### config.mk
export PLATFORM = sky130hd
export DESIGN_NAME = program_memory
export DESIGN_NICKNAME = d
export VERILOG_FILES = /design/src/rtl/cpu_pkg.sv /design/src/rtl/progmem_ram.sv /design/src/rtl/program_memory.sv
export SDC_FILE = /design/constraint.sdc
export NUM_CORES = 1
export LEC_CHECK = 0
export CORE_ASPECT_RATIO = 1.2
export CORE_MARGIN = 2
export CORE_UTILIZATION = 55
export DETAILED_ROUTE_END_ITERATION = 16
export GPL_TIMING_DRIVEN = 0
export HOLD_SLACK_MARGIN = 0.02
export PLACE_DENSITY_LB_ADDON = 0.15
export RECOVER_POWER = 25
export SLEW_MARGIN = 10
export SYNTH_ARGS = -nofsm -noshare
export SYNTH_HDL_FRONTEND = slang
export SYNTH_SLANG_ARGS = --single-unit
### constraint.sdc
create_clock -name CLK -period 1.6 [get_ports CLK]
set_input_delay 0.48 -clock CLK [delete_from_list [all_inputs] [get_ports CLK]]
set_output_delay 0.48 -clock CLK [all_outputs]
set_load 0.005 [all_outputs]
### src/rtl/cpu_pkg.sv
// Shared definitions for the accumulator CPU: instruction encodings and the
// program memory state type.
package cpu_pkg;

    // Loader/fetch states of the program memory.
    typedef enum logic [1:0] {
        EMPTY   = 2'd0,
        LOADING = 2'd1,
        READY   = 2'd2
    } progmem_state_t;

    // NOP is the all-zero word at any width.
    function automatic logic [63:0] nop_enc(int w);
        nop_enc = 64'h0;
    endfunction

    // HALT puts 4'hF in the top nibble and zeros below (8'hF0 at width 8).
    function automatic logic [63:0] halt_enc(int w);
        halt_enc = 64'hF << (w - 4);
    endfunction

endpackage

### src/rtl/progmem_ram.sv
// Program storage array: one synchronous write port and one registered read
// port. The array has no reset; the owner decides which words are meaningful.
module progmem_ram #(
    parameter int DATA_W = 8,
    parameter int DEPTH  = 32,
    parameter int AW     = 5
) (
    input  logic              clk,
    input  logic              we,
    input  logic [AW-1:0]     waddr,
    input  logic [DATA_W-1:0] wdata,
    input  logic [AW-1:0]     raddr,
    output logic [DATA_W-1:0] rdata
);

    logic [DATA_W-1:0] mem [DEPTH];

    // Write port and registered read port share the clock.
    always_ff @(posedge clk) begin
        if (we) begin
            mem[waddr] <= wdata;
        end
        rdata <= mem[raddr];
    end

endmodule

### src/rtl/program_memory.sv
// Instruction memory for the accumulator CPU. A loader streams the program in
// (valid/ready), then the core fetches one word per cycle with 1-cycle latency.
// Addresses past the loaded length read as HALT.
//
// Optional feature macro: PROGMEM_FAULT_EN
//   defined   : fetches at or beyond DEPTH return HALT and set the sticky fault.
//   undefined : the fetch address wraps modulo DEPTH (DEPTH must be a power of
//               two) and fault is tied low.
//
// Load handshake: a word transfers on a rising edge where load_valid and
// load_ready are both high; load_ready depends only on the registered state,
// and a reload in the same cycle drops the transfer.
module program_memory
    import cpu_pkg::*;
#(
    parameter int DATA_W = 8,
    parameter int DEPTH  = 32,
    parameter int ADDR_W = 8
) (
    input  logic                       CLK,
    input  logic                       CLB,
    input  logic                       load_valid,
    input  logic [DATA_W-1:0]          load_data,
    input  logic                       load_last,
    output logic                       load_ready,
    input  logic                       reload,
    input  logic [ADDR_W-1:0]          fetch_addr,
    output logic [DATA_W-1:0]          fetch_data,
    output logic                       fetch_valid,
    output logic [$clog2(DEPTH+1)-1:0] prog_len,
    output logic                       fault,
    output progmem_state_t             dbg_state
);

    localparam int AW    = (DEPTH > 1) ? $clog2(DEPTH) : 1;
    localparam int LEN_W = $clog2(DEPTH + 1);
    localparam int CMP_W = (ADDR_W > LEN_W) ? ADDR_W : LEN_W;

    localparam logic [DATA_W-1:0] NOP_W  = DATA_W'(nop_enc(DATA_W));
    localparam logic [DATA_W-1:0] HALT_W = DATA_W'(halt_enc(DATA_W));

    progmem_state_t    state_q;
    logic [LEN_W-1:0]  prog_len_q;
    logic              use_mem_q;
    logic [DATA_W-1:0] alt_q;
    logic              fetch_valid_q;

    logic              xfer;
    logic              last_slot;
    logic [AW-1:0]     rd_addr;
    logic              addr_hit;
    logic              addr_oob;
    logic [DATA_W-1:0] ram_rdata;

    assign load_ready = (state_q != READY);
    assign xfer       = load_valid & load_ready & ~reload;
    assign last_slot  = (prog_len_q == LEN_W'(DEPTH - 1));
    assign rd_addr    = fetch_addr[AW-1:0];

`ifdef PROGMEM_FAULT_EN
    assign addr_oob = (CMP_W'(fetch_addr) >= CMP_W'(DEPTH));
    assign addr_hit = ~addr_oob & (CMP_W'(fetch_addr) < CMP_W'(prog_len_q));
`else
    // High PC bits are ignored: the address wraps modulo DEPTH.
    logic unused_fetch_bits;
    assign unused_fetch_bits = ^fetch_addr;
    assign addr_oob = 1'b0;
    assign addr_hit = (CMP_W'(rd_addr) < CMP_W'(prog_len_q));
`endif

    progmem_ram #(
        .DATA_W (DATA_W),
        .DEPTH  (DEPTH),
        .AW     (AW)
    ) u_ram (
        .clk   (CLK),
        .we    (xfer),
        .waddr (prog_len_q[AW-1:0]),
        .wdata (load_data),
        .raddr (rd_addr),
        .rdata (ram_rdata)
    );

    // Load FSM, length counter and the registered fetch qualifiers.
    always_ff @(posedge CLK or posedge CLB) begin
        if (CLB) begin
            state_q       <= EMPTY;
            prog_len_q    <= '0;
            use_mem_q     <= 1'b0;
            alt_q         <= NOP_W;
            fetch_valid_q <= 1'b0;
        end else begin
            case (state_q)
                EMPTY, LOADING: begin
                    if (reload) begin
                        state_q    <= EMPTY;
                        prog_len_q <= '0;
                    end else if (xfer) begin
                        prog_len_q <= prog_len_q + 1'b1;
                        state_q    <= (load_last || last_slot) ? READY : LOADING;
                    end
                end
                READY: begin
                    if (reload) begin
                        state_q    <= EMPTY;
                        prog_len_q <= '0;
                    end
                end
                default: begin
                    state_q    <= EMPTY;
                    prog_len_q <= '0;
                end
            endcase

            // Reload beats a concurrent fetch: the next result is NOP/invalid.
            if (state_q == READY && !reload) begin
                fetch_valid_q <= 1'b1;
                use_mem_q     <= addr_hit;
                alt_q         <= HALT_W;
            end else begin
                fetch_valid_q <= 1'b0;
                use_mem_q     <= 1'b0;
                alt_q         <= NOP_W;
            end
        end
    end

`ifdef PROGMEM_FAULT_EN
    logic fault_q;

    // Sticky out-of-range flag, cleared only by reset or reload.
    always_ff @(posedge CLK or posedge CLB) begin
        if (CLB) begin
            fault_q <= 1'b0;
        end else if (reload) begin
            fault_q <= 1'b0;
        end else if (state_q == READY && addr_oob) begin
            fault_q <= 1'b1;
        end
    end

    assign fault = fault_q;
`else
    assign fault = 1'b0;
`endif

    // The RAM read is already registered; the selector was registered with it.
    assign fetch_data  = use_mem_q ? ram_rdata : alt_q;
    assign fetch_valid = fetch_valid_q;
    assign prog_len    = prog_len_q;
    assign dbg_state   = state_q;

endmodule

# ---- After elaboration in Yosys (flattened, before gate mapping)
# Memory sizes are Yosys's and may differ from the RTL's. A register that Yosys moved wholly into a read port is not among the register bits.
# Cells that the tools add are included.
dict set report word_totals {
  wordCells 38
  mem_count 1
  ramBits 256
  output_inout_bits 19
  in_bits 21
  reg_bits 18
}
# memory depth width rd rd_ports_with_merged_regs write_ports line_no
set mem_list {}
lappend mem_list {u_ram.mem 32 8 1 1 1 progmem_ram.sv:16} ;# logic [DATA_W-1:0] mem [DEPTH];
dict set report op_classes {
  addsub 1
  n_reduce_logical 6
  n_mux 15
  n_eq_ne 6
  n_bitwise 3
  n_lt_le_gt_ge 1
}
# op n
set ops {}
lappend ops {{$mux 6} 3}
lappend ops {{$mux 8} 2}
lappend ops {{$pmux 6 s2} 1}
lappend ops {{$mux 2} 4}
lappend ops {{$add 6x1->6 const B} 1}
lappend ops {{$eq 6x5->1 const B} 1}
lappend ops {{$lt 5x6->1} 1}
lappend ops {{$mux 1} 4}
lappend ops {{$ne 2x2->1 const B} 2}
lappend ops {{$pmux 2 s2} 1}
lappend ops {{$ne 3x2->1 const B} 1}
lappend ops {{$and 1x1->1} 2}
lappend ops {{$eq 2x1->1 const B} 1}
lappend ops {{$eq 2x2->1 const B} 1}
lappend ops {{$logic_not 2->1} 1}
lappend ops {{$reduce_and 2->1} 1}
lappend ops {{$reduce_or 2->1} 1}
lappend ops {{$logic_and 1x1->1} 1}
lappend ops {{$logic_not 1->1} 1}
lappend ops {{$logic_or 1x1->1} 1}
lappend ops {{$not 1->1} 1}

# ---- Longest topological paths before layout
dict set report logic_depth {
  word_depth 6
  ltp_mapped 5
  ltp_nobuf 5
}

# ---- Hierarchy
# A second synthesis with hierarchy kept.
dict set report hier_totals {
  hier_cells 498
  area_unflattened_um2 10736.5
}
# module cells_per_inst seq_area_each_um2 area_per_inst_um2 instances
set by_module_without_submodules {}
lappend by_module_without_submodules {progmem_ram 417 7847.5 10053.4 1}
lappend by_module_without_submodules {program_memory 81 250.2 683.2 1}

# ---- Worst setup path before layout
# Ideal clock, no wire load.
dict set report synth_path {
  kind {input to register}
  start {input port reload}
  end {memory u_ram.mem[11][0] (enable)}
  t_arrival_ps 1465
  slack_ps -235
  n_path_buf 1
  setup_time_ps 370
  path_stages 4
  cell_sequence {clkbuf_1 -> and3b_1 -> nand2_1 -> nor2_1}
}
dict set report synth_between {
  elab_chain_cells 4
}
# element line_no
set synth_rtl {}
lappend synth_rtl {{from (decl)} program_memory.sv:26} ;# input logic reload,
lappend synth_rtl {{$not 1->1} program_memory.sv:56} ;# assign xfer = load_valid & load_ready & ~reload;
lappend synth_rtl {{$and 1x1->1} program_memory.sv:56}
lappend synth_rtl {{$mux 1} progmem_ram.sv:20} ;# if (we) begin
lappend synth_rtl {{$mux 1 (not written as such)} progmem_ram.sv:21} ;# mem[waddr] <= wdata;
lappend synth_rtl {{to (decl)} progmem_ram.sv:16}
# No other way between the ends.

# ---- Worst setup path after layout
dict set report layout_path {
  start {register use_mem_q}
  end {output port fetch_data[5]}
}
dict set report layout_between {
  elab_chain_cells 1
}
# element line_no
set layout_rtl {}
lappend layout_rtl {{from (decl)} program_memory.sv:44} ;# logic use_mem_q;
lappend layout_rtl {{from (signal assigned)} program_memory.sv:118} ;# use_mem_q <= addr_hit;
lappend layout_rtl {{$mux 8} program_memory.sv:148} ;# assign fetch_data = use_mem_q ? ram_rdata : alt_q;
lappend layout_rtl {{to (decl)} program_memory.sv:28} ;# output logic [DATA_W-1:0] fetch_data,
# No other way between the ends.

==> impl_metrics.tcl <==
set metrics [dict create \
    status "finished with violations" \
    violations "setup timing" \
    hp-class "in2reg" \
    start_util_pct 55.5 \
    p_sw_uw 3040 \
    worst_pin_slew_ps 1250 \
    fin_ws_ps -308 \
    diodes 0 \
    setup_viol_count_final 271 \
    whs_ps 178 \
    cts_made_buffers 25 \
    synth_top_family_by_area "multiplexers" \
    synth_top_area_share_pct 71.3 \
    ys_ff_latch 274 \
    final_hold_viol_count 0 \
    r2r_start "dbg_state[0]$_DFFE_PP0P_" \
    place_ws_ps -1100 \
    min_from "reload" \
    end_kind "primary output" \
    start_kind "register" \
    place_hpwl_microns 15000 \
    worstPathArrival_ps 1430 \
    drv_slew 0 \
    grt_pass1_vias 5984 \
    p_comb_share_pct 6.7 \
    stdcell_area_sq_um 13700 \
    synthTopCellsByCount "edfxtp_1, nor2_1, mux4_1" \
    sw_frac_of_total_pct 20.5 \
    clock_latency_ps 530 \
    place.gp.congestion 0.843 \
    grt-ovfl-total 0 \
    drt-initial-drc-count 652 \
    holdPathStages 2 \
    use_met3_pct 4.54 \
    grt_busiest_layer "met2" \
    drc 0 \
    layout_min_cycle_time_ps 1910 \
    chipHeight_microns 157 \
    synth_area_sq_um 10800 \
    yosysMostFrequentCell "edfxtp_1" \
    antenna_found_initial 0 \
    fin_worst_skew_ps 20.1 \
    required_ps 1120 \
    synthAdderAreaFrac_pct 0.929 \
    io_pins 40 \
    use_met2_pct 44.1 \
    synth.distinct_cells 40 \
    grt_usage_pct 24.6 \
    num_vias 5634 \
    fmax_ghz 0.524 \
    grt_max_degree 33 \
    wl_microns 25100 \
    cts_root_buf "clkbuf_16" \
    hold_end "prog_len[1]$_DFFE_PP0P_" \
    clkPwrFrac_pct 39.9 \
    pwr_density_cell_nw_per_um2 1080 \
    syn2layout_area_growth_pct 27.3 \
    numClockSinks 274 \
    peakVddDrop_uv 913 \
    clockBufferDepth 3 \
    finalNetCount 671 \
    die_area_sq_um 20700 \
    yosysSeqAreaShare_pct 75.1 \
    synth.mux.area_fraction_pct 14.9 \
    fin_crit_sh_pct 119 \
    synth_xor_area_share_pct 0.244 \
    cts_tree "done" \
    reg2regPathDepth 6 \
    yosys-top-cells-area "edfxtp_1, mux4_1, mux4_2" \
    maxCapViolCount 0 \
    rsz0062_at_grt "yes" \
    tns_ps -39080 \
    yosysTopAreaCell "edfxtp_1" \
    via_per_inst 6.11 \
    async_reset_ff_share_pct 3.65 \
    cts-hold-fix-buffers 0 \
    r2r-end "u_ram.mem[8][7]$_DFFE_PP_" \
    synth-edff-count 256 \
    critPathKind "reg2out" \
    instances_no_fill 922 \
    core-area_sq_um 19400 \
    num_rows 56 \
    slew_headroom_pct 16.9 \
    syn-num-nets 553 \
    port_buffers 33 \
    place_inst 818 \
    ys.warnings.count 0 \
    post_drt_wl_per_cell_microns 27.2 \
    syn_inst 524 \
    grt_pass1_wl_microns 37200 \
    cts.clk_slew.worst_paths_ps 60 \
    power_frac_seq_pct 53.4 \
    synth_compound_area_share_pct 2.56 \
    drive_above_1_share_pct 42.7 \
    dpl-instance-area_sq_um 11700 \
    p_int_uw 11800 \
    grtUsageMet1_pct 31.1 \
    leakagePower_uw 0.00454 \
    synth_ff_type "edfxtp_1" \
    ant_nets 0 \
    r2r_setup_slack_ps -210 \
    synthSimpleGateAreaFrac_pct 4.29 \
    htree_num_levels 1 \
    crit_fanout 7 \
    fp.dieW_microns 132 \
    firstDrtPassIters 5 \
    syn_area_per_cell_sq_um 20.6 \
]
-- layout make-up --
class / count / area, sq um
sequential: 274 / 8110
fill: 1140 / 5680
multi-input combinational: 219 / 3040
timing repair buffer: 93 / 1120
clock buffer: 35 / 713
tap: 261 / 327
buffer: 22 / 290
clock inverter: 11 / 108
inverter: 7 / 30.0
-- placed cells by master, fill, tap and decap left out, drive strengths merged, types with 3 or more instances in the layout --
cell           n
and2           4
buf           99
clkbuf        41
clkinv         8
dfrtp         10
dfxtp          8
dlygate4sd2    3
edfxtp       256
ha             8
inv            7
mux4          64
nand2         22
nand2b         3
nand3          8
nand3b         3
nor2          42
nor4           8
o22ai         33
xnor2          3
-- state kept, by name, summed over array words and instances (netlist names) --
| register | cells |
|---|---|
| alt_q | 1 |
| dbg_state | 2 |
| prog_len | 6 |
| u_ram.mem | 256 |
| u_ram.rdata | 8 |
| use_mem_q | 1 |
-- metal layers --
| layer | wire, microns | up-vias |
|---|---|---|
| li1 | - | 2419 |
| met1 | 9590 | 2936 |
| met2 | 13200 | 234 |
| met3 | 1580 | 45 |
| met4 | 707 | 0 |
| met5 | 0 | - |
-- repair_timing --
action,4_1_cts,5_1_grt
gates cloned,2,0
gates resized for setup,213,19
hold endpoints to repair,0,0
endpoints found under the setup margin,508,309
setup buffers,56,4
pin swaps,32,24
-- kinds of logic (layout without fill, tap and decap cells) --
family          after synthesis  count (layout)
flops                       274             274
other cells                   1               1
simple gates                 99              99
buf+inv                      31             168
compound gates               43              43
xor+xnor                      3               3
fa+ha+maj                     8               8
mux                          65              65
-- critical path: stages (launching register included) --
cell     delay [ps]
dfrtp_2         450
buf_6           150
buf_6           110
nand2_2          40
nand2_1          40
buf_2           120
-- power groups by stage --
| stage | clock (uW) | sequential, uW | combinational, uW |
|---|---|---|---|
| 2_1_floorplan | 0 | 8060 | 421 |
| 3_3_place_gp | 0 | 8080 | 733 |
| 3_5_place_dp | 0 | 8080 | 756 |
| 4_1_cts | 5990 | 7920 | 979 |
| 5_1_grt | 6270 | 7910 | 1050 |
| 6_report | 5910 | 7910 | 994 |
-- worst max-delay path by stage --
stage	slack, ps	to	depth (start not counted)	start
3_5_place_dp	-1100	u_ram.rdata[2]$_DFF_P_	6	fetch_addr[1]
4_1_cts	-320	fetch_data[4]	5	use_mem_q$_DFF_PP0_
6_report	-310	fetch_data[5]	5	use_mem_q$_DFF_PP0_
3_3_place_gp	-1060	u_ram.rdata[2]$_DFF_P_	6	fetch_addr[1]
2_1_floorplan	-90	u_ram.mem[12][0]$_DFFE_PP_	4	reload
5_1_grt	-350	fetch_data[4]	5	use_mem_q$_DFF_PP0_
-- per-stage QoR --
stage	utilization [%]	total power (uW)
finish	70.7	14800
global route	70.7	15200
CTS	70.4	14900
detailed placement	60.5	8830
global placement	60.5	8810
floorplan	-	8480
No activity file was read; power rests on OpenSTA's default activity.
==> RTL edit 1 (same settings) <==
`DATA_W` is set to 8 in 2 places; all go to 7.
--- a/src/rtl/progmem_ram.sv
+++ b/src/rtl/progmem_ram.sv
@@ -1,7 +1,7 @@
 // Program storage array: one synchronous write port and one registered read
 // port. The array has no reset; the owner decides which words are meaningful.
 module progmem_ram #(
-    parameter int DATA_W = 8,
+    parameter int DATA_W = 7,
     parameter int DEPTH  = 32,
     parameter int AW     = 5
 ) (
--- a/src/rtl/program_memory.sv
+++ b/src/rtl/program_memory.sv
@@ -13,7 +13,7 @@
 module program_memory
     import cpu_pkg::*;
 #(
-    parameter int DATA_W = 8,
+    parameter int DATA_W = 7,
     parameter int DEPTH  = 32,
     parameter int ADDR_W = 8
 ) (
Interface: changed (resized fetch_data and load_data); port bits go from 40 to 38. The function was not compared with the original's and may differ.
==> RTL edit 1 against the unedited design <==
- synthesized area down 12%
- maximum frequency is 3.9% higher
- die area is 12% lower
- routed wire length decreased by 19%
- total power decreased by 8.0%
- sequential share of layout area increased by 1.2 points
- setup slack better by 0.072 ns
- sequential power decreased by 12%
- sequential cell count decreased by 33
- clock power is 2% lower
- cell area down 14%
- combinational power fell by 15%
- clock skew down 0.010 ns
- the flow still finishes with violations (negative setup slack)
==> RTL edit 1: results (changes against the unedited design) <==
metric;value;unit;change
dp_hpwl;12770;um;was 14970 um
setup_viol;237;;was 271
io_buffers;32;;was 33
worstPathMaxFanout;5;;was 7
reg2reg_setup_slack;-0.18;ns;was -0.21 ns
powerSeq;6960;uW;was 7910 uW
violations;negative setup slack;;unchanged
final_area;0.01182;mm^2;was 0.01373 mm^2
ys_top_cells_by_area;edfxtp_1, mux4_2, mux4_1;;was edfxtp_1, mux4_1, mux4_2
multi_input_area;0.002741;mm^2;was 0.003038 mm^2
place_area;0.01037;mm^2;was 0.01174 mm^2
wl;20420;um;was 25100 um
clock_area_share;6.902;%;was 5.979%
setup_tns;-35.99;ns;was -39.08 ns
fillers;1028;;was 1140
synth_common_cells;edfxtp_1, nor2_1, mux4_2;;was edfxtp_1, nor2_1, mux4_1
grt_pass1_wl;30590;um;was 37160 um
outcome;complete, but fails checks;;unchanged
drive_gt1_share;40.94;%;was 42.66%
cts_sinks;241;;was 274
r2r-end;u_ram.mem[4][2]$_DFFE_PP_;;was u_ram.mem[8][7]$_DFFE_PP_
synth-edff-count;224;;was 256
dp_slack;-1.043;ns;was -1.100 ns
worst_slack;-0.2358;ns;was -0.3081 ns
yosysSeqAreaShare;75.14;%;was 75.12%
netlist_instances;472;;was 524
ir_drop;0.0009679;V;was 0.0009127 V
async_reset_ff_share;4.149;%;was 3.650%
clock_latency;0.51;ns;was 0.53 ns
reg2reg_depth;7;;was 6
nonClkBufAreaFrac;7.029;%;was 10.25%
p_comb;844;uW;was 994 uW
holdWs;0.1716;ns;was 0.1777 ns
[RTL edit 1: changes by cell type after synthesis, moves of 4 or more]
cell      unedited run  this run
edfxtp_1           256       224
mux4_1              40        18
mux4_2              24        38
buf_6                8         2
buf_4                5         1
nor4_1               8         4
o22ai_1             33        29
[RTL edit 1: worst max path at each step]
stage	startpoint	endpoint	slack (ns)	cells after the start
6_report	use_mem_q$_DFF_PP0_	fetch_data[2]	-0.24	3
4_1_cts	use_mem_q$_DFF_PP0_	fetch_data[2]	-0.27	3
3_5_place_dp	fetch_addr[2]	u_ram.rdata[6]$_DFF_P_	-1.04	5
2_1_floorplan	reload	u_ram.mem[12][0]$_DFFE_PP_	-0.08	4
5_1_grt	use_mem_q$_DFF_PP0_	fetch_data[1]	-0.27	3
3_3_place_gp	fetch_addr[2]	u_ram.rdata[6]$_DFF_P_	-1.04	5
[RTL edit 1: what timing repair did]
item | CTS | global route
gates resized for setup | 164 | 22
setup buffers | 28 | 2
endpoints found under the setup margin | 429 | 275
gates cloned | 0 | 0
pin swaps | 15 | 17
[RTL edit 1: kinds of logic (layout without fill, tap and decap cells)]
logic type,after synthesis,in the layout,synth area share (%)
flip-flops,241,241,75.14
AND/OR/NAND/NOR,97,97,4.914
multiplexers,57,57,14.13
AO/OA/AOI/OAI,39,39,2.655
buffers and inverters,26,128,1.783
adder cells (fa/ha/maj),8,8,1.057
XOR/XNOR,3,3,0.2775
other,1,1,0.03959
[RTL edit 1: metal layers]
layer / GRT usage (%) / share of wire, % / vias to the layer above
met5: 0 / 0 / -
met4: 5.739 / 2.2 / 0
met3: 3.009 / 4.9 / 35
met2: 38.38 / 52 / 168
met1: 33.34 / 41 / 2539
li1: - / - / 2126
==> RTL edit 2 (same flow settings) <==
Without the edit above. Put one more register stage on the output `dbg_state`. The value now appears one clock later. The other outputs are not delayed to match.
--- a/src/rtl/program_memory.sv
+++ b/src/rtl/program_memory.sv
@@ -148,7 +148,9 @@
     assign fetch_data  = use_mem_q ? ram_rdata : alt_q;
     assign fetch_valid = fetch_valid_q;
     assign prog_len    = prog_len_q;
-    assign dbg_state   = state_q;
+    always_ff @(posedge CLK) begin
+        dbg_state <= state_q;
+    end
 
 endmodule
 
Function: changed (Yosys sat finds a counterexample within 4 cycles, from zero or initial values).
==> RTL edit 2 against the unedited design <==
- the run still ends with negative setup slack left
- count of clock-buffer cells in the layout shrank 7
- non-clock buffer count shrank 2
- final cell count grew 0.22%
- register-to-register slack better by 0.11 ns
- synthesized cell count is 0.38% higher
- synthesized area grew 0.37%
- total power up 4.3%
- critical path depth shrank 1
- routed wire length barely moved
- combinational power decreased by 2%
- worst hold slack lost 0.016 ns
- cell area increased by 1.2%
- setup slack worse by 0.023 ns
- sequential cell count rose by 2
- highest routed layer unchanged
==> RTL edit 2: results (changes against the unedited design) <==
metric;value;unit;change
setup_viol;261;;was 271
p_sw;3194;uW;was 3038 uW
vias_per_cell;6.173;;was 6.111
fillers;1136;;was 1140
p_comb;979;uW;was 994 uW
ir_drop;0.0009768;V;was 0.0009127 V
setup_tns;-14.63;ns;was -39.08 ns
wl;25100;um;about the same
seqPwrFrac;51.5;%;was 53.4%
drive_gt1_share;43.14;%;was 42.66%
finClkSkew;0.008950;ns;was 0.02011 ns
worst_slack;-0.3307;ns;was -0.3081 ns
yosysSeqAreaShare;75.21;%;was 75.12%
cts_buffers;26;;was 25
p_leak;0.004616;uW;was 0.004544 uW
p_per_area;1112;mW/mm^2;was 1080 mW/mm^2
worstPathMaxFanout;3;;was 7
async_reset_ff_share;3.623;%;was 3.650%
place_inst;820;;was 818
violations;negative setup slack;;unchanged
grt_pass1_wl;37810;um;was 37160 um
outcome;complete, but fails checks;;unchanged
drt_iter0_markers;684;;was 652
slew_headroom;21.67;%;was 16.93%
gp_congestion;0.8395;;was 0.8425
routedWlPerCell;27.17;um;was 27.23 um
ys_top_cells_by_area;edfxtp_1, mux4_1, mux4_2;;unchanged
nets;672;;was 671
grt_pass1_vias;6069;;was 5984
dp_slack;-1.073;ns;was -1.100 ns
-- RTL edit 2: cell types whose count changed in the layout (fill, tap and decap cells not counted), sizes merged --
cell	before	now
buf	99	93
inv	7	6
dlygate4sd2	3	4
dfxtp	8	10
bufinv	2	5
dlymetal6s2s	2	3
clkbuf	41	37
clkdlybuf4s50	2	1
clkinvlp	1	4
clkinv	8	12
-- RTL edit 2: per-layer routing --
layer  track usage (%)  vias to the layer above  wire length (um)
li1                  -                     2427                 -
met1             33.49                     2974              9866
met2             41.77                      256             12860
met3             4.099                       47              1757
met4             8.747                        0               618
met5                 0                        -                 0
-- RTL edit 2: stage by stage --
stage          area [um^2]  hold slack [ns]
2_1_floorplan        11120           0.3202
3_5_place_dp         11780           0.4627
5_1_grt              13900           0.1537
6_report             13900           0.1615
3_3_place_gp         11780           0.4463
4_1_cts              13780           0.1470
-- RTL edit 2: worst paths after layout --
path | to | slack (ns) | cells past startpoint | start
setup / recovery | fetch_data[0] | -0.33 | 4 | use_mem_q$_DFF_PP0_
hold / removal | prog_len[1]$_DFFE_PP0P_ | 0.16 | 2 | reload
setup reg to reg | u_ram.mem[19][7]$_DFFE_PP_ | -0.10 | 5 | state_q[0]$_DFFE_PP0P_
hold reg to reg | dbg_state[0]$_DFF_P_ | 0.61 | 1 | state_q[0]$_DFFE_PP0P_
max in group asynchronous | prog_len[0]$_DFFE_PP0P_ | 0.88 | 2 | CLB
min in group asynchronous | prog_len[3]$_DFFE_PP0P_ | 0.39 | 2 | CLB
-- RTL edit 2: timing repair --
| action | 4_1_cts | 5_1_grt |
|---|---|---|
| cloned | 3 | 0 |
| setup buffers | 53 | 3 |
| resized for setup | 205 | 33 |
| endpoints found under the setup margin | 508 | 308 |
| pin swaps | 35 | 30 |
-- RTL edit 2: cells by family (layout without fill, tap and decap cells) --
group	Yosys count	count (layout)	share of synthesized area (%)
compound gates	43	43	2.556
fa+ha+maj	8	8	0.9251
flops	276	276	75.21
other cells	1	1	0.03466
simple gates	99	99	4.279
mux	65	65	14.80
buf+inv	31	168	1.954
xor+xnor	3	3	0.2429
-- RTL edit 2: cell type report --
cell class / instances / area [um^2] / area share [%]
Buffer: 22 / 281.5 / 2.026
Clock buffer: 28 / 679.4 / 4.889
Clock inverter: 20 / 229.0 / 1.648
Inverter: 7 / 37.54 / 0.2701
Multi-Input combinational cell: 219 / 3098 / 22.29
Sequential cell: 276 / 8145 / 58.61
Tap cell: 261 / 326.6 / 2.350
Timing Repair Buffer: 91 / 1100 / 7.914
-- RTL edit 2: worst max-delay path, delay by kind of cell (launching register included) --
kind	cells	cell delay, ns
flip-flops	1	0.44
AND/OR/NAND/NOR	1	0.13
buffers and inverters	3	0.36
